<file path="src/rtl/tpu_tile_sequencer.sv">
// Job sequencer: descriptor FIFO, K-tile split, array start/bank control.
// Optional perf counters when TPU_SEQ_PERF_EN is defined.
module tpu_tile_sequencer #(
  parameter int DEPTH = 4,
  parameter int KT_W  = 8,
  parameter int CNT_W = 32
) (
  input  logic                   clk,
  input  logic                   rst_n,
  input  logic                   desc_valid,
  output logic                   desc_ready,
  input  logic [KT_W-1:0]        desc_ktiles,
  input  logic [1:0]             desc_act,
  input  logic                   desc_bias_en,
  input  logic                   buf_valid,
  output logic                   buf_release,
  output logic                   core_start,
  output logic                   core_accum,
  output logic                   core_bank,
  output logic                   core_last,
  output logic [1:0]             core_act,
  output logic                   core_bias_en,
  input  logic                   core_done,
  output logic                   job_done,
  output logic                   job_err,
  output logic                   irq,
  input  logic                   irq_clr,
  output logic                   busy,
  output logic [$clog2(DEPTH):0] fifo_level
`ifdef TPU_SEQ_PERF_EN
  ,
  input  logic                   perf_clr,
  output logic [CNT_W-1:0]       perf_total,
  output logic [CNT_W-1:0]       perf_compute,
  output logic [CNT_W-1:0]       perf_stall
`endif
);

  localparam int AW = $clog2(DEPTH);
  localparam int EW = KT_W + 3;
  localparam logic [AW:0] FULL_LVL = (AW+1)'(DEPTH);

  if (DEPTH < 2 || (DEPTH & (DEPTH - 1)) != 0 || CNT_W < 1) begin : g_bad_cfg
    $error("tpu_tile_sequencer: bad parameters");
  end

  typedef enum logic [1:0] {
    IDLE,
    WAIT_BUF,
    ISSUE,
    RUN
  } state_t;

  state_t state, state_nxt;

  logic [EW-1:0] mem [DEPTH];
  logic [AW-1:0] wr_ptr, rd_ptr;
  logic [AW:0]   count;
  logic          full, empty, push, pop;

  logic [EW-1:0]   head;
  logic [KT_W-1:0] head_k;
  logic [1:0]      head_act;
  logic            head_bias;

  logic [KT_W-1:0] job_k, tile_cnt;
  logic [1:0]      job_act;
  logic            job_bias;
  logic            tile_last, issue_go, run_done;

  assign full  = (count == FULL_LVL);
  assign empty = (count == '0);
  assign push  = desc_valid && !full;

  assign head      = mem[rd_ptr];
  assign head_k    = head[KT_W-1:0];
  assign head_act  = head[KT_W+1:KT_W];
  assign head_bias = head[KT_W+2];

  assign desc_ready = !full;
  assign fifo_level = count;
  assign busy       = (state != IDLE) || !empty;
  assign core_start = (state == ISSUE);

  assign tile_last = (tile_cnt == job_k - KT_W'(1));
  assign issue_go  = (state == WAIT_BUF) && buf_valid;
  assign run_done  = (state == RUN) && core_done;

  // Descriptor storage and occupancy
  always_ff @(posedge clk or negedge rst_n) begin
    if (!rst_n) begin
      for (int i = 0; i < DEPTH; i++) mem[i] <= '0;
      wr_ptr <= '0;
      rd_ptr <= '0;
      count  <= '0;
    end else begin
      if (push) begin
        mem[wr_ptr] <= {desc_bias_en, desc_act, desc_ktiles};
        wr_ptr      <= wr_ptr + AW'(1);
      end
      if (pop) rd_ptr <= rd_ptr + AW'(1);
      unique case ({push, pop})
        2'b10:   count <= count + (AW+1)'(1);
        2'b01:   count <= count - (AW+1)'(1);
        default: count <= count;
      endcase
    end
  end

  // State register
  always_ff @(posedge clk or negedge rst_n) begin
    if (!rst_n) state <= IDLE;
    else        state <= state_nxt;
  end

  // Next state and FIFO pop
  always_comb begin
    state_nxt = state;
    pop       = 1'b0;
    unique case (state)
      IDLE: begin
        if (!empty) begin
          pop = 1'b1;
          if (head_k != '0) state_nxt = WAIT_BUF;
        end
      end
      WAIT_BUF: if (buf_valid) state_nxt = ISSUE;
      ISSUE:    state_nxt = RUN;
      RUN: begin
        if (core_done) state_nxt = core_last ? IDLE : WAIT_BUF;
      end
      default:  state_nxt = IDLE;
    endcase
  end

  // Job registers and tile counter
  always_ff @(posedge clk or negedge rst_n) begin
    if (!rst_n) begin
      job_k    <= '0;
      job_act  <= '0;
      job_bias <= 1'b0;
      tile_cnt <= '0;
    end else if (pop) begin
      job_k    <= head_k;
      job_act  <= (head_act == 2'd3) ? 2'd0 : head_act;
      job_bias <= head_bias;
      tile_cnt <= '0;
    end else if (run_done && !core_last) begin
      tile_cnt <= tile_cnt + KT_W'(1);
    end
  end

  // Per-tile array controls, latched on entry to ISSUE
  always_ff @(posedge clk or negedge rst_n) begin
    if (!rst_n) begin
      core_accum   <= 1'b0;
      core_last    <= 1'b0;
      core_act     <= 2'd0;
      core_bias_en <= 1'b0;
    end else if (issue_go) begin
      core_accum   <= (tile_cnt != '0);
      core_last    <= tile_last;
      core_act     <= tile_last ? job_act : 2'd0;
      core_bias_en <= tile_last && job_bias;
    end
  end

  // Completion pulses, bank pointer and interrupt
  always_ff @(posedge clk or negedge rst_n) begin
    if (!rst_n) begin
      buf_release <= 1'b0;
      job_done    <= 1'b0;
      job_err     <= 1'b0;
      core_bank   <= 1'b0;
      irq         <= 1'b0;
    end else begin
      buf_release <= run_done;
      job_done    <= run_done && core_last;
      job_err     <= pop && (head_k == '0);
      if (run_done) core_bank <= ~core_bank;
      if (job_done || job_err) irq <= 1'b1;
      else if (irq_clr)        irq <= 1'b0;
    end
  end

`ifdef TPU_SEQ_PERF_EN
  // Saturating activity counters
  always_ff @(posedge clk or negedge rst_n) begin
    if (!rst_n) begin
      perf_total   <= '0;
      perf_compute <= '0;
      perf_stall   <= '0;
    end else if (perf_clr) begin
      perf_total   <= '0;
      perf_compute <= '0;
      perf_stall   <= '0;
    end else begin
      if (busy && !(&perf_total))
        perf_total <= perf_total + CNT_W'(1);
      if ((state == ISSUE || state == RUN) && !(&perf_compute))
        perf_compute <= perf_compute + CNT_W'(1);
      if (state == WAIT_BUF && !(&perf_stall))
        perf_stall <= perf_stall + CNT_W'(1);
    end
  end
`endif

endmodule

</file>
<file path="config.mk">
export PLATFORM = sky130hd
export DESIGN_NAME = tpu_tile_sequencer
export DESIGN_NICKNAME = d
export VERILOG_FILES = /design/src/rtl/tpu_tile_sequencer.sv
export SDC_FILE = /design/constraint.sdc
export NUM_CORES = 1
export LEC_CHECK = 0
export ABC_CLOCK_PERIOD_IN_PS = 3400
export CORE_UTILIZATION = 56
export DETAILED_ROUTE_END_ITERATION = 10
export GPL_TIMING_DRIVEN = 0
export PLACE_DENSITY = 0.75
export SYNTH_ARGS = -nofsm -noshare
export SYNTH_HDL_FRONTEND = slang
export SYNTH_SLANG_ARGS = --single-unit
</file>
<file path="constraint.sdc">
create_clock -name clk -period 3.4 [get_ports clk]
set_input_delay 0.34 -clock clk [delete_from_list [all_inputs] [get_ports clk]]
set_output_delay 0.34 -clock clk [all_outputs]
set_load 0.02 [all_outputs]
</file>
==> impl_metrics.toml <==
[final_layout]
num_antenna_cells = 0
drive_above_1_share_pct = 9.97
fin_area_um2 = 4630
post-route-util_pct = 67.8
syn2layout_area_growth_pct = 16.7
nets = 407
ff_latch_area_um2 = 2050
multi_input_area_um2 = 1800
n_fill_cell = 543

[clock_network]
cts.repair.resized = 0
clk_latency_ns = 0.35
cts_buffer_depth = 2
cts_buffers = 9
holdBufCountCts = 1
cts_max_level = 3
clock_sinks = 82
root_buffer = "clkbuf_8"
cts_tree = "built"
post-cts-setup-buffers = 0
clk_pin_slew_ns = 0.09

[die]
start_util_pct = 58.1
pin_count = 33
core_um2 = 6830
die_h_um = 86.2
die_area_um2 = 7430
core.rowCount = 30
die_w_um = 86.2

[yosys]
yosys-top-cells-area = "dfrtp_1 52%, mux2_1 13%, mux4_2 5.7%"
synth_seq_cells = 82
yosysTopAreaCellShare_pct = 51.7
synth_top_flop_cell = "dfrtp_1"
synthCells = 331
synthTopCellsByCount = "82 x dfrtp_1, 46 x mux2_1, 43 x nand2_1"
synth_area_per_cell_um2 = 12.0
yosysMostFrequentCell = "dfrtp_1"
syn_area_um2 = 3970
asyncSetResetFlopFracSynth_pct = 100
synth_edf_count = 0
ys_seq_area_share_pct = 51.7
synth.distinct_cells = 40
synth_area_leader_cell = "dfrtp_1"
synth-warning-count = 0
synth_fp_nets = 362

[drt]
routed_wl_um = 7150
wl_per_cell_um = 15.0
vias = 2521
vias_per_cell = 5.29
first_pass_iters = 4
drc = 0
dr.first_iter.drc_count = 62
antenna_left = 0

[timing]
rsz0062_at_grt = "false"
max_freq_mhz = 383
worst_pin_slew_ns = 0.706
fin_crit_ns = 2.61
setup_viol = 0
whs_ns = 0.443
finalCritPeriodShare_pct = 76.8
timing.final.max_slew_violations = 0
fin_worst_skew_ns = 0.0125
finalHoldViolCount = 0
fin_tns_setup_ns = 0
relSlewSlack_pct = 52.9

[worst_setup_path]
r2r_cells = 11
path_class = "reg2reg"
rr_endpoint = "fifo_level[2]$_DFFE_PN0P_"
reg2reg_from = "state[0]$_DFFE_PN0P_"
crit_fanout = 10
cp.arrival_ns = 2.89
required_ns = 3.68
reg2reg_slack_ns = 0.79
critPathLaunchType = "flip-flop"
cp-end-kind = "flip-flop"

[pwr]
p_total_mw = 4.11
combPwrFrac_pct = 43.1
seqPwrFrac_pct = 40.6
leakagePower_nw = 2.02
power_switching_mw = 1.52
p_clk_share_pct = 16.2
p_per_area_nw_per_um2 = 887
swShare_pct = 37.0
internal-power_mw = 2.59
vdd_ir_drop_max_v = 0.000467

[placement]
io_buffers = 32
placed_cell_area_um2 = 4440
detailed_place_hpwl_um = 5210
gp_congestion = 0.810

[global_route]
grt_max_degree = 58
grt_overflow_total = 0
antenna_found_initial = 0
grt_pass1_wl_um = 12600
grtUsageTotal_pct = 22.2
grt_pass1_vias = 2597

[run_status]
outcome = "completed"

[flow_run]
cap_violations = 0

[hold_path]
hp-class = "in2async"
==> worst max-delay path, stage by stage (launching register included) <==
cell and delay (ns):
dfrtp_1 0.44, inv_1 0.12, ha_1 0.23, nand2b_1 0.12, inv_2 0.09, clkbuf_1 0.39
ha_1 0.28, inv_1 0.06, fa_1 0.37, xor2_1 0.15, nor2_1 0.11, xor2_1 0.16
==> layout by cell type, fill, tap and decap left out, types with 6 or more instances in the layout <==
cell,netlist,routed
mux2_1,46,46
inv_1,13,13
o21ai_1,11,11
clkbuf_8,0,11
nand3_1,6,6
ha_1,13,13
clkbuf_1,11,11
nand2_1,43,43
xor2_1,8,8
xnor2_1,15,15
nor2_1,18,18
mux4_2,10,10
dfrtp_1,82,82
clkdlybuf4s50_1,0,31
==> layout make-up <==
type	count	share of cell area [%]
tap	96	2.59
multi-input combinational	219	38.7
timing repair buffer	34	7.67
sequential	82	44.3
buffer	15	1.43
clock buffer	11	3.27
clock inverter	5	0.810
inverter	15	1.21
==> how the worst max path moves through the flow <==
stage                                end                      start  slack [ns]  cells past startpoint
6_report       fifo_level[2]$_DFFE_PN0P_       state[0]$_DFFE_PN0P_        0.79                     11
5_1_grt        fifo_level[2]$_DFFE_PN0P_       state[0]$_DFFE_PN0P_        0.44                     11
4_1_cts        fifo_level[2]$_DFFE_PN0P_       state[0]$_DFFE_PN0P_        0.74                     11
3_5_place_dp   fifo_level[2]$_DFFE_PN0P_       state[0]$_DFFE_PN0P_        0.77                     11
3_3_place_gp         mem[10]$_DFFE_PN0P_                      rst_n       -0.81                      1
2_1_floorplan  fifo_level[2]$_DFFE_PN0P_  fifo_level[0]$_DFFE_PN0P_        1.09                     11
==> state kept, by name, indices dropped and copies added (netlist names) <==
name,cells
job_done,1
job_bias,1
core_bias_en,1
tile_cnt,8
job_k,8
core_bank,1
state,2
core_accum,1
job_err,1
mem,44
job_act,2
core_last,1
core_act,2
fifo_level,3
wr_ptr,2
irq,1
buf_release,1
rd_ptr,2
==> per-stage QoR <==
step | setup slack, ns | std cells
finish | 0.790 | 477
CTS | 0.736 | 477
detailed placement | 0.771 | 460
global route | 0.443 | 477
global placement | -0.812 | 459
floorplan | 1.09 | 331
==> power by group through the flow <==
stage / registers [mW] / clock network, mW / logic [mW]
2_1_floorplan: 1.66 / 0 / 1.32
3_3_place_gp: 1.67 / 0 / 1.73
3_5_place_dp: 1.70 / 0 / 1.79
4_1_cts: 1.67 / 0.687 / 1.80
5_1_grt: 1.73 / 0.722 / 2.00
6_report: 1.67 / 0.668 / 1.77
==> metal layers <==
metal	share of wire (%)	track usage [%]
met3	3.1	3.81
met2	48	36.8
met4	2.1	9.24
met1	47	29.2
met5	0	0
==> logic make-up (layout without fill, tap and decap cells) <==
family                     after synthesis  in the layout  synth area share [%]
AOI/OAI and AO/OA                       24             24                  3.97
xor gates and xnor gates                23             23                  5.07
adders and majority gates               14             14                  4.60
buffers and inverters                   30             80                  3.09
DFF                                     82             82                  51.7
muxes                                   59             59                  19.5
and+or+nand+nor                         99             99                  12.0
No activity file was read; power rests on OpenSTA's default activity.
